$ cat src/rtl/lsu_ctrl.sv
// ---------------------------------------------------------------------------
// lsu_ctrl -- load/store sequencing controller between execute and the data
// memory bus.
//
// Accepts one load or store at a time, checks funct3 legality and alignment,
// builds byte strobes and lane-replicated write data, runs a req/gnt/rvalid
// bus handshake and returns exactly one response per request (extended load
// data or an error). A timeout aborts requests stuck in REQ/WAIT.
//
// Ports
//   clk, rst_n              clock (rising edge), synchronous active-low reset
//   req_valid/req_ready     request handshake from execute
//   req_we                  1=store, 0=load
//   req_func3               RV32I funct3 (SB/SH/SW, LB/LH/LW/LBU/LHU)
//   req_addr                effective byte address
//   req_wdata               store data, low-aligned
//   bus_req/bus_gnt         bus request / grant
//   bus_addr                word-aligned bus address
//   bus_we/bus_wstrb        write enable / byte strobes (0 for loads)
//   bus_wdata               lane-replicated write data
//   bus_rvalid/bus_rdata    response strobe / read word
//   rsp_valid               one-cycle completion pulse
//   rsp_err                 misaligned, illegal funct3 or timeout
//   rsp_rdata               extended load data (0 for stores and errors)
//   busy                    controller not idle
// ---------------------------------------------------------------------------

// Per-byte-lane store formatting: strobe and data byte for one lane.
module lsu_lane #(
  parameter int LANE = 0
) (
  input  logic       we,
  input  logic [1:0] size,     // funct3[1:0]: 0=byte 1=half 2=word
  input  logic [1:0] ofs,      // addr[1:0]
  input  logic [7:0] sb_byte,  // byte source for SB
  input  logic [7:0] sh_byte,  // half byte that lands on this lane for SH
  input  logic [7:0] sw_byte,  // this lane's byte of the word for SW
  output logic       strb,
  output logic [7:0] wbyte
);
  localparam logic [1:0] L = 2'(LANE);

  always_comb begin
    strb  = 1'b0;
    wbyte = sb_byte;
    case (size)
      2'b00: begin
        strb  = (ofs == L);
        wbyte = sb_byte;
      end
      // Halves are aligned by the time they reach the bus, so the upper
      // offset bit alone picks the lane pair.
      2'b01: begin
        strb  = (ofs[1] == L[1]);
        wbyte = sh_byte;
      end
      default: begin
        strb  = 1'b1;
        wbyte = sw_byte;
      end
    endcase
    if (!we) strb = 1'b0;
  end
endmodule

module lsu_ctrl #(
  parameter int TIMEOUT_CYCLES = 255,
  parameter int CNT_W          = 16
) (
  input  logic        clk,
  input  logic        rst_n,
  input  logic        req_valid,
  output logic        req_ready,
  input  logic        req_we,
  input  logic [2:0]  req_func3,
  input  logic [31:0] req_addr,
  input  logic [31:0] req_wdata,
  output logic        bus_req,
  input  logic        bus_gnt,
  output logic [31:0] bus_addr,
  output logic        bus_we,
  output logic [3:0]  bus_wstrb,
  output logic [31:0] bus_wdata,
  input  logic        bus_rvalid,
  input  logic [31:0] bus_rdata,
  output logic        rsp_valid,
  output logic        rsp_err,
  output logic [31:0] rsp_rdata,
  output logic        busy
);
  localparam int NUM_LANES = 4;

  typedef enum logic [1:0] {
    S_IDLE = 2'd0,
    S_REQ  = 2'd1,
    S_WAIT = 2'd2,
    S_RESP = 2'd3
  } state_t;

  // The part of the request still needed after it has been put on the bus.
  typedef struct packed {
    logic       we;
    logic [2:0] func3;
    logic [1:0] ofs;
  } req_t;

  state_t     state, state_nxt;
  req_t       cur;
  logic [CNT_W-1:0] cnt;

  logic illegal, misalign, req_bad, tmo;

  logic [NUM_LANES-1:0]      lane_strb;
  logic [NUM_LANES-1:0][7:0] lane_wdata;

  logic [7:0]  ld_byte;
  logic [15:0] ld_half;
  logic [31:0] load_data;

  // -------------------------------------------------------------------------
  // Request checks (on the incoming request, used only in IDLE)
  // -------------------------------------------------------------------------
  always_comb begin
    if (req_we) illegal = req_func3[2] | (req_func3[1:0] == 2'b11);
    else        illegal = (req_func3[1:0] == 2'b11) | (req_func3 == 3'b110);
    misalign = ((req_func3[1:0] == 2'b01) &  req_addr[0]) |
               ((req_func3[1:0] == 2'b10) & |req_addr[1:0]);
    req_bad  = illegal | misalign;
  end

  // >= rather than == so that a grant on the last REQ cycle still leaves
  // WAIT bounded: the very next WAIT cycle without rvalid aborts.
  assign tmo = (cnt >= CNT_W'(TIMEOUT_CYCLES - 1));

  // -------------------------------------------------------------------------
  // Store lane formatting, one instance per byte lane
  // -------------------------------------------------------------------------
  for (genvar i = 0; i < NUM_LANES; i++) begin : g_lane
    lsu_lane #(.LANE(i)) u_lane (
      .we      (req_we),
      .size    (req_func3[1:0]),
      .ofs     (req_addr[1:0]),
      .sb_byte (req_wdata[7:0]),
      .sh_byte (req_wdata[8*(i%2) +: 8]),
      .sw_byte (req_wdata[8*i +: 8]),
      .strb    (lane_strb[i]),
      .wbyte   (lane_wdata[i])
    );
  end

  // -------------------------------------------------------------------------
  // Load extraction from the returned word
  // -------------------------------------------------------------------------
  always_comb begin
    ld_byte = bus_rdata[7:0];
    case (cur.ofs)
      2'd0:    ld_byte = bus_rdata[7:0];
      2'd1:    ld_byte = bus_rdata[15:8];
      2'd2:    ld_byte = bus_rdata[23:16];
      default: ld_byte = bus_rdata[31:24];
    endcase
    ld_half = cur.ofs[1] ? bus_rdata[31:16] : bus_rdata[15:0];

    load_data = bus_rdata;
    case (cur.func3)
      3'b000:  load_data = {{24{ld_byte[7]}}, ld_byte};
      3'b001:  load_data = {{16{ld_half[15]}}, ld_half};
      3'b100:  load_data = {24'h0, ld_byte};
      3'b101:  load_data = {16'h0, ld_half};
      default: load_data = bus_rdata;
    endcase
  end

  // -------------------------------------------------------------------------
  // FSM: state register
  // -------------------------------------------------------------------------
  always_ff @(posedge clk) begin
    if (!rst_n) state <= S_IDLE;
    else        state <= state_nxt;
  end

  // FSM: next state
  always_comb begin
    state_nxt = state;
    case (state)
      S_IDLE: if (req_valid) state_nxt = req_bad ? S_RESP : S_REQ;
      S_REQ: begin
        if (bus_gnt)  state_nxt = S_WAIT;
        else if (tmo) state_nxt = S_RESP;
      end
      S_WAIT: begin
        if (bus_rvalid) state_nxt = S_RESP;
        else if (tmo)   state_nxt = S_RESP;
      end
      default: state_nxt = S_IDLE;
    endcase
  end

  // FSM: combinational outputs
  always_comb begin
    req_ready = (state == S_IDLE);
    busy      = (state != S_IDLE);
  end

  // -------------------------------------------------------------------------
  // Registered datapath: bus drive, timeout counter, response
  // -------------------------------------------------------------------------
  always_ff @(posedge clk) begin
    if (!rst_n) begin
      cur       <= '0;
      cnt       <= '0;
      bus_req   <= 1'b0;
      bus_addr  <= '0;
      bus_we    <= 1'b0;
      bus_wstrb <= '0;
      bus_wdata <= '0;
      rsp_valid <= 1'b0;
      rsp_err   <= 1'b0;
      rsp_rdata <= '0;
    end else begin
      // rsp_valid is high only in the cycle the FSM sits in RESP
      rsp_valid <= 1'b0;
      case (state)
        S_IDLE: begin
          if (req_valid) begin
            cur <= '{we: req_we, func3: req_func3, ofs: req_addr[1:0]};
            cnt <= '0;
            if (req_bad) begin
              rsp_valid <= 1'b1;
              rsp_err   <= 1'b1;
              rsp_rdata <= '0;
            end else begin
              bus_req   <= 1'b1;
              bus_addr  <= {req_addr[31:2], 2'b00};
              bus_we    <= req_we;
              bus_wstrb <= lane_strb;
              bus_wdata <= lane_wdata;
            end
          end
        end
        S_REQ: begin
          cnt <= cnt + 1'b1;
          if (bus_gnt) begin
            bus_req <= 1'b0;
          end else if (tmo) begin
            bus_req   <= 1'b0;
            rsp_valid <= 1'b1;
            rsp_err   <= 1'b1;
            rsp_rdata <= '0;
          end
        end
        S_WAIT: begin
          cnt <= cnt + 1'b1;
          if (bus_rvalid) begin
            rsp_valid <= 1'b1;
            rsp_err   <= 1'b0;
            rsp_rdata <= cur.we ? 32'h0 : load_data;
          end else if (tmo) begin
            rsp_valid <= 1'b1;
            rsp_err   <= 1'b1;
            rsp_rdata <= '0;
          end
        end
        default: ;
      endcase
    end
  end

endmodule

$ cat config.mk
export PLATFORM = sky130hd
export DESIGN_NAME = lsu_ctrl
export DESIGN_NICKNAME = d
export VERILOG_FILES = /design/src/rtl/lsu_ctrl.sv
export SDC_FILE = /design/constraint.sdc
export NUM_CORES = 1
export LEC_CHECK = 0
export ABC_AREA = 1
export ABC_CLOCK_PERIOD_IN_PS = 2200
export BUFFER_PORTS_ARGS = -buffer_cell sky130_fd_sc_hd__buf_2
export CAP_MARGIN = 20
export CORE_ASPECT_RATIO = 0.9
export CORE_UTILIZATION = 50
export DETAILED_ROUTE_END_ITERATION = 16
export HOLD_SLACK_MARGIN = 0.02
export PLACE_DENSITY = 0.76
export SLEW_MARGIN = 20
export SYNTH_ARGS = -nofsm -noshare
export SYNTH_HDL_FRONTEND = slang
export SYNTH_HIERARCHICAL = 1
export SYNTH_SLANG_ARGS = --single-unit
export TNS_END_PERCENT = 20
$ cat constraint.sdc
create_clock -name clk -period 2.2 [get_ports clk]
set_input_delay 0.33 -clock clk [delete_from_list [all_inputs] [get_ports clk]]
set_output_delay 0.33 -clock clk [all_outputs]
set_load 0.02 [all_outputs]
=== Word-level counts from Yosys, hierarchy flattened ===
Index checks and enable logic that the tools add are counted.
W data, S select, Z words.

* Flip-flop bits (word level): 126
* Input port bits: 105
* Output and inout bits: 106
* Logic and storage cells: 106

* Add/subtract/negate cells: 1
* Magnitude comparators: 1
* Eq/ne operators: 19
* Mux-type cells: 47
* Bitwise logic cells: 8
* Reductions and logical operators: 17

{| class="wikitable"
|+ Operators by type and width
! kind !! count
|-
| $mux W32 || 6
|-
| $pmux W32 S4 || 1
|-
| $pmux W32 S3 || 1
|-
| $mux W16 || 2
|-
| $pmux W16 S2 || 1
|-
| $pmux W8 S3 || 1
|-
| $mux W1 || 19
|-
| $add A16 B1 Y16 const B || 1
|-
| $ge A16 B8 Y1 const B || 1
|-
| $mux W8 || 2
|-
| $pmux W8 S2 || 1
|-
| $eq A2 B2 Y1 const B || 6
|-
| $mux W2 || 5
|-
| $pmux W1 S2 || 5
|-
| $eq A3 B3 Y1 const B || 3
|-
| $eq A2 B1 Y1 const B || 4
|-
| $logic_not A2 Y1 || 4
|-
| $reduce_and A4 Y1 || 2
|-
| $ne A2 B2 Y1 const B || 3
|-
| $pmux W1 S3 || 2
|-
| $pmux W2 S3 || 1
|-
| $reduce_bool A2 Y1 || 3
|-
| $reduce_or A2 Y1 || 3
|-
| $or A1 B1 Y1 || 4
|-
| other kinds (9) || 12
|}

=== Longest topological paths before layout ===
Gate-level depths: netlist of the first run.

* Depth after elaboration: 7
* Depth in mapped cells: 12
* Gate-level depth less buffers: 11

=== Cells and area by module ===
Netlist of the first run, hierarchy kept.

{| class="wikitable"
|+ Modules (own cells, without submodules)
! module !! times used !! cells an instance !! area each (µm²)
|-
| lsu_ctrl || 1 || 817 || 5,699.2
|-
| lsu_lane at g_lane[1].u_lane ... || 2 || 42 || 212.7
|-
| lsu_lane at g_lane[0].u_lane || 1 || 43 || 216.5
|-
| lsu_lane at g_lane[3].u_lane || 1 || 41 || 196.4
|}

=== Least setup slack after synthesis of the first run ===
No wires, ideal clock.

* Kind: register to register
* Start point: register state[0]
* End point: register cnt[10]
* Setup time: 0.119 ns
* Arrival time: 1.752 ns
* Data required time: 2.081 ns
* Slack: 0.328 ns
* Stages on the path, launching flop included: 11
* Clock period less this slack: 1.872 ns
* Cells stage by stage: dfxtp_1 -> inv_1 -> ha_1 -> inv_2 -> nor2_1 -> nor2_4 -> nand2_2 -> nor3_4 -> nand2_1 -> o21ai_0 -> a21oi_1

{| class="wikitable"
|+ RTL lines
! what !! line !! text
|-
| start, declared || 107 || <nowiki>state_t state, state_nxt;</nowiki>
|-
| start signal, assigned || 179 || <nowiki>else state <= state_nxt;</nowiki>
|-
| $logic_not A2 Y1 (*) || - ||
|-
| via req_ready || 73 || <nowiki>output logic req_ready,</nowiki>
|-
| $ne A2 B2 Y1 (no line) / $reduce_bool A2 Y1 (equally long branches) || - ||
|-
| $reduce_and A2 Y1 (no line) || - ||
|-
| end signal, assigned || 242 || <nowiki>cnt <= cnt + 1'b1;</nowiki>
|-
| end signal, assigned || 253 || <nowiki>cnt <= cnt + 1'b1;</nowiki>
|-
| end, declared || 109 || <nowiki>logic [CNT_W-1:0] cnt;</nowiki>
|}

The timed path passes the listed nets; every way through them passes the cells marked *.
A chain may end at the register's enable or synchronous reset.

=== Final worst setup path of the first run ===
* Start point: register state[0]
* End point: register rsp_rdata[2]

* Cells in the longest elaborated chain, start to end: 3

{| class="wikitable"
|+ Ends and longest elaborated chain
! what !! line !! text
|-
| $eq A2 B1 Y1 (tied with other cells) || 223 || <nowiki>case (state)</nowiki>
|-
| $ne A2 B2 Y1 (no line) (tied with other cells) || - ||
|-
| $reduce_and A4 Y1 (no line) || - ||
|-
| end signal, assigned || 257 || <nowiki>rsp_rdata <= cur.we ? 32'h0 : load_data;</nowiki>
|-
| end, declared || 88 || <nowiki>output logic [31:0] rsp_rdata,</nowiki>
|}

Parallel ways exist; a longest one is shown, timed or not.

==> results of run 1 <==
-- metal layers --
metal  up-vias  track usage (%)
li1       3598                -
met1      3216             36.0
met2       285             45.5
met3        33             6.71
met4         0             9.84
met5         -                0
-- power breakdown --
group	switching (mW)	internal, mW	total, mW
Sequential	0.158	2.49	2.65
Clock	1.06	1.81	2.87
Combinational	1.79	0.847	2.64
Total	3.01	5.15	8.16
-- what timing repair did --
action / in CTS / in global routing
endpoints found under the setup margin: 0 / 26
resized for setup: 0 / 3
hold buffers: 0 / 0
setup buffers: 0 / 3
-- state kept, by name, summed over array words and instances, names as in the netlist, 2 cells and up --
signal and count:
bus_wdata 32, cnt 16, bus_wstrb 4, rsp_rdata 32
cur 6, state 2, bus_addr 30
-- synthesized netlist by cell type (3+ instances only) --
cell type / number
nor2_2: 7
o21ai_0: 36
a21oi_1: 116
nand3_2: 3
dfxtp_1: 126
ha_1: 6
or2_2: 11
nand2_2: 6
o211ai_1: 3
nand3_1: 94
nand2_1: 352
nand4_1: 10
nor2_1: 67
nor2_4: 3
buf_2: 14
buf_4: 9
inv_1: 54
inv_6: 3
inv_2: 6
a21boi_0: 6
o2111ai_1: 5
nor3_1: 4
clkbuf_1: 19
buf_6: 6
-- per-stage QoR --
step | hold WS, ns | instance area, sq um | std cells | setup WS [ns] | util [%]
floorplan | 0.452 | 6540 | 986 | 0.328 | -
CTS | 0.147 | 8260 | 1357 | 0.111 | 64.9
global route | 0.151 | 8300 | 1361 | 0.00845 | 65.1
finish | 0.158 | 8300 | 1361 | 0.174 | 65.1
global placement | 0.436 | 7650 | 1325 | 0.247 | 60.1
detailed placement | 0.448 | 7650 | 1325 | 0.155 | 60.1
-- logic make-up after synthesis --
logic type	count (synthesis)	share of synthesized area, %
AND/OR/NAND/NOR	565	37.6
other	1	0.0574
flip-flops	126	38.6
buffers and inverters	112	8.13
AO/OA/AOI/OAI	175	14.4
adder cells (fa/ha/maj)	6	1.15
-- worst max-delay path: stages, from the launching register on --
cell and delay [ns]:
dfxtp_1 0.41, inv_1 0.10, ha_1 0.31, inv_2 0.15
o21ai_4 0.09, nor2_2 0.14, nand3_1 0.14, nor2_2 0.31
o21ai_0 0.15, a21oi_1 0.14
-- final timing paths --
| path | startpoint | to | slack (ns) | cells after the start |
|---|---|---|---|---|
| worst max register to register | state[0] | rsp_rdata[2] | 0.17 | 9 |
| worst min-delay path | req_addr[22] | bus_addr[22] | 0.16 | 3 |
| worst max-delay path | state[0] | rsp_rdata[2] | 0.17 | 9 |
| worst min register to register | bus_addr[22] | bus_addr[22] | 0.46 | 2 |
-- final cells by class --
cell class	instances	area [sq um]	share of cell area (%)
Antenna cell	1	2.50	0.0302
Sequential cell	126	2520	30.4
Timing Repair Buffer	226	1200	14.5
Multi-Input combinational cell	748	3500	42.2
Inverter	64	255	3.08
Clock inverter	13	165	1.99
Clock buffer	19	443	5.34
Tap cell	164	205	2.47
==> impl_metrics.csv, run 1 <==
group,metric,value,unit
layout,final_common_cell,"nand2_1",
sta,fin_crit_sh,92.1,%
global_routing,antenna_found_initial,1,
placement,dp_hpwl,13500,um
floorplanning,row_count,39,
detailed_routing,dr_wl_met3,1430,um
placement,routabilityCongestion,0.899,
layout,final_cell_mix,"nand2_1, buf_2, dfxtp_1",
clock_tree,cts_tree,"done",
synth,synthCells,985,
clock_tree,cts_buffers,17,
clock_tree,cts.clk_slew.worst_paths,0.06,ns
sta,hold_viol_final,0,
power_and_ir_drop,power.density,984,nW/um^2
layout,final_nets,1294,
floorplanning,core,12700,sq um
synth,ys_async_sr_fraction,0,%
detailed_routing,via_per_inst,5.24,
synth,yosysWarnings,6,
power_and_ir_drop,power,8.16,mW
floorplanning,die_w,123,um
synth,synth_top_area_share,38.6,%
synth,yosysSeqAreaShare,38.6,%
sta,relSlewSlack,53.9,%
layout,num-fill-cells,1176,
global_routing,grt.overflow.total,0,
power_and_ir_drop,ir_drop,0.550,mV
power_and_ir_drop,leakage,3.87,nW
sta,tightest_slew,0.691,ns
synth,synth_edf_count,0,
synth,yosysTopAreaCell,"dfxtp_1",
global_routing,grt_pass1_vias,6211,
detailed_routing,top_layer,"met4",
sta,fmax,494,MHz
clock_tree,cts_max_level,4,
clock_tree,clockBufferDepth,2,
flow_run,maxCapViolCount,0,
sta,finClkSkew,0.00754,ns
layout,areaGrowthSynthToFinish,26.9,%
sta,report.final.slew_viol_count,0,
detailed_routing,first_iter_violations,522,
clock_tree,clock_latency,0.42,ns
outcome,status,"finished, final reports clean",
floorplanning,start_util,51.3,%
synth,synth_area,6540,sq um
synth,yosysUniqueCellTypes,39,
global_routing,grt_pass1_wl,30200,um
worst_setup_path,crit_path_max_fanout,8,
sta,min_period,2.03,ns
synth,yosys_register_bits,126,
worst_setup_path,start_kind,"flip-flop",
worst_setup_path,critPathCaptureType,"flip-flop",
global_routing,track_usage,28.1,%
detailed_routing,dr_wl_met2,8880,um
clock_tree,clock_sinks,126,
clock_tree,root_buffer,"clkbuf_16",
sta,finalSetupViolCount,0,
detailed_routing,wl,18800,um
global_routing,grt_max_degree,99,
detailed_routing,drc,0,
synth,syn_area_per_cell,6.64,sq um
sta,rsz0062_at_grt,"false",
floorplanning,die-area,13500,sq um
worst_setup_path,arrival,2.37,ns
sta,setup-tns-final,0,ns
floorplanning,die_y,110,um
synth,synthFlopType,"dfxtp_1",
detailed_routing,drtPass1Iterations,6,
synth,synth_area_leaders,"dfxtp_1, nand2_1, a21oi_1",
worst_setup_path,path_class,"flip-flop to flip-flop",
detailed_routing,m1WireLength,8130,um
detailed_routing,wl_per_cell,13.8,um
placement,io_buffer_count,208,
min_path,hp-class,"input pin to flip-flop",
detailed_routing,postRouteAntennaNets,0,
detailed_routing,vias,7132,
layout,drive_gt1_share,25.9,%
worst_setup_path,cp.required,2.54,ns
floorplanning,ios,211,
(Power assumes the default switching activity.)
==> run 2, diff against run 1 <==
--- a/config.mk
+++ b/config.mk
@@ -14,6 +14,7 @@
 export DETAILED_ROUTE_END_ITERATION = 16
 export HOLD_SLACK_MARGIN = 0.02
 export PLACE_DENSITY = 0.76
+export SKIP_LAST_GASP = 1
 export SLEW_MARGIN = 20
 export SYNTH_ARGS = -nofsm -noshare
 export SYNTH_HDL_FRONTEND = slang
==> constraint.sdc (replaced) <==
create_clock -name clk -period 2.2 [get_ports clk]
set_input_delay 0.22 -clock clk [delete_from_list [all_inputs] [get_ports clk]]
set_output_delay 0.22 -clock clk [all_outputs]
set_load 0.02 [all_outputs]
==> impl_metrics.csv, run 2 (synthesis results as in run 1) <==
group,metric,value,unit
outcome,status,"finished, final reports clean",
clock_tree,clock_sinks,126,
clock_tree,cts.clk_slew.worst_paths,0.06,ns
detailed_routing,first_iter_violations,427,
clock_tree,cts_tree,"done",
global_routing,antenna_found_initial,1,
layout,areaGrowthSynthToFinish,26.1,%
floorplanning,die-area,13500,sq um
power_and_ir_drop,power,8.05,mW
layout,reg_top3,"bus_wdata (32), rsp_rdata (32), bus_addr (30)",
floorplanning,start_util,51.3,%
worst_setup_path,critPathCaptureType,"flip-flop",
placement,io_buffer_count,208,
placement,pre_cts_ws,0.118,ns
sta,rsz0062_at_grt,"false",
power_and_ir_drop,leakage,3.87,nW
global_routing,track_usage,29.3,%
floorplanning,die_w,123,um
global_routing,met3_usage,8.32,%
detailed_routing,vias,7178,
sta,setup-tns-final,0,ns
clock_tree,cts_max_level,4,
global_routing,grt-busiest-layer,"met2",
detailed_routing,drtPass1Iterations,5,
worst_setup_path,r2r_slack,0.25,ns
floorplanning,die_y,110,um
worst_setup_path,path_class,"flip-flop to flip-flop",
placement,dp_hpwl,13700,um
layout,final_nets,1293,
floorplanning,core,12700,sq um
sta,fin_ws,0.248,ns
layout,final_cell_mix,"nand2_1, buf_2, dfxtp_1",
sta,finClkSkew,0.00518,ns
floorplanning,ios,211,
worst_setup_path,r2r-end,"cnt[10]",
floorplanning,row_count,39,
sta,hold_viol_final,0,
detailed_routing,wl_per_cell,14.2,um
sta,relSlewSlack,59.4,%
layout,diodes,0,
sta,finalSetupViolCount,0,
placement,routabilityCongestion,0.911,
layout,final_common_cell,"nand2_1",
sta,fmax,512,MHz
min_path,hold_path_end,"bus_addr[17]",
worst_setup_path,r2r_cells,10,
detailed_routing,postRouteAntennaNets,0,
sta,fin_crit_sh,88.7,%
clock_tree,root_buffer,"clkbuf_16",
worst_setup_path,crit_path_max_fanout,6,
global_routing,grt_pass1_wl,31300,um
worst_setup_path,r2r-start,"state[0]",
placement,post_dp_cell_area,7650,sq um
global_routing,grt_pass1_vias,6449,
global_routing,met2_usage,48.5,%
sta,min_period,1.95,ns
global_routing,grt_max_degree,99,
detailed_routing,drc,0,
min_path,hp-class,"input pin to flip-flop",
clock_tree,clockBufferDepth,2,
layout,drive_gt1_share,25.5,%
layout,num-fill-cells,1203,
worst_setup_path,arrival,2.26,ns
layout,fin_area,8250,sq um
min_path,hold_path_startpoint,"req_addr[17]",
worst_setup_path,start_kind,"flip-flop",
detailed_routing,wl,19300,um
global_routing,use_met1,35.8,%
power_and_ir_drop,power.density,977,nW/um^2
power_and_ir_drop,ir_drop,0.638,mV
global_routing,grt.overflow.total,0,
sta,report.final.slew_viol_count,0,
layout,final_cells,1356,
sta,tightest_slew,0.609,ns
placement,dp.cells,1324,
clock_tree,cts_buffers,17,
min_path,hold_depth,3,
detailed_routing,via_per_inst,5.29,
clock_tree,clock_latency,0.42,ns
worst_setup_path,cp.required,2.50,ns
flow_run,maxCapViolCount,0,
-- run 2: cell count changes in the layout (fill, tap and decap cells not counted) --
cell | before | now
clkinv_2 | 1 | 4
ha_2 | 0 | 1
ha_1 | 6 | 5
clkbuf_1 | 1 | 3
diode_2 | 1 | 0
nor2_1 | 66 | 67
inv_6 | 4 | 3
buf_4 | 16 | 15
clkinv_4 | 1 | 0
nor2_2 | 8 | 7
clkinvlp_4 | 7 | 1
-- run 2: layer usage --
metal | part of all wire [%] | up-vias | wire length [um]
li1 | - | 3593 | -
met1 | 42 | 3253 | 8150
met2 | 47 | 298 | 9160
met3 | 8.3 | 34 | 1600
met4 | 1.9 | 0 | 376
met5 | 0 | - | 0
-- run 2: metrics by stage --
stage          util, %  hold WS [ns]
2_1_floorplan        -         0.363
3_3_place_gp      60.0         0.434
3_5_place_dp      60.0         0.452
4_1_cts           64.5        0.0302
5_1_grt           64.8        0.0476
6_report          64.8        0.0465
-- run 2: power breakdown --
part           switching, mW  leakage [nW]  internal, mW
logic                   1.80          2.57         0.853
clock network          0.970         0.278          1.78
registers              0.157          1.02          2.49
-- run 2: timing repair --
action / in CTS / in global routing
hold endpoints to repair: 0 / 0
buffers inserted: 0 / 3
resized for setup: 0 / 3
hold buffers: 0 / 0
endpoints found under the setup margin: 0 / 30
-- run 2: worst max-delay path, stage by stage, from the launching register on --
cell	delay, ns
dfxtp_1	0.42
inv_1	0.10
ha_2	0.25
inv_2	0.13
nor2_1	0.11
nor2_4	0.16
nand2_2	0.12
nor3_4	0.20
nand2_1	0.10
o21ai_0	0.20
a21oi_1	0.06
-- run 2: how the worst max path moves through the flow --
stage                  start             to  slack, ns  cells past startpoint
finish              state[0]        cnt[10]       0.25                     10
global route        state[0]  rsp_rdata[20]       0.03                     10
CTS                 state[0]  rsp_rdata[20]       0.06                     10
detailed placement  state[0]  rsp_rdata[31]       0.12                     10
global placement    state[0]  rsp_rdata[31]       0.24                     10
floorplan           state[0]        cnt[10]       0.33                     10
-- run 2: layout make-up --
| class | instances | area (sq um) | share of cell area [%] |
|---|---|---|---|
| multi-input cells | 748 | 3500 | 42.5 |
| repair buffers | 225 | 1190 | 14.5 |
| flip-flops and latches | 126 | 2520 | 30.6 |
| inverters | 64 | 255 | 3.10 |
| clock buffers | 21 | 450 | 5.46 |
| well taps | 164 | 205 | 2.49 |
| clock inverters | 8 | 118 | 1.43 |
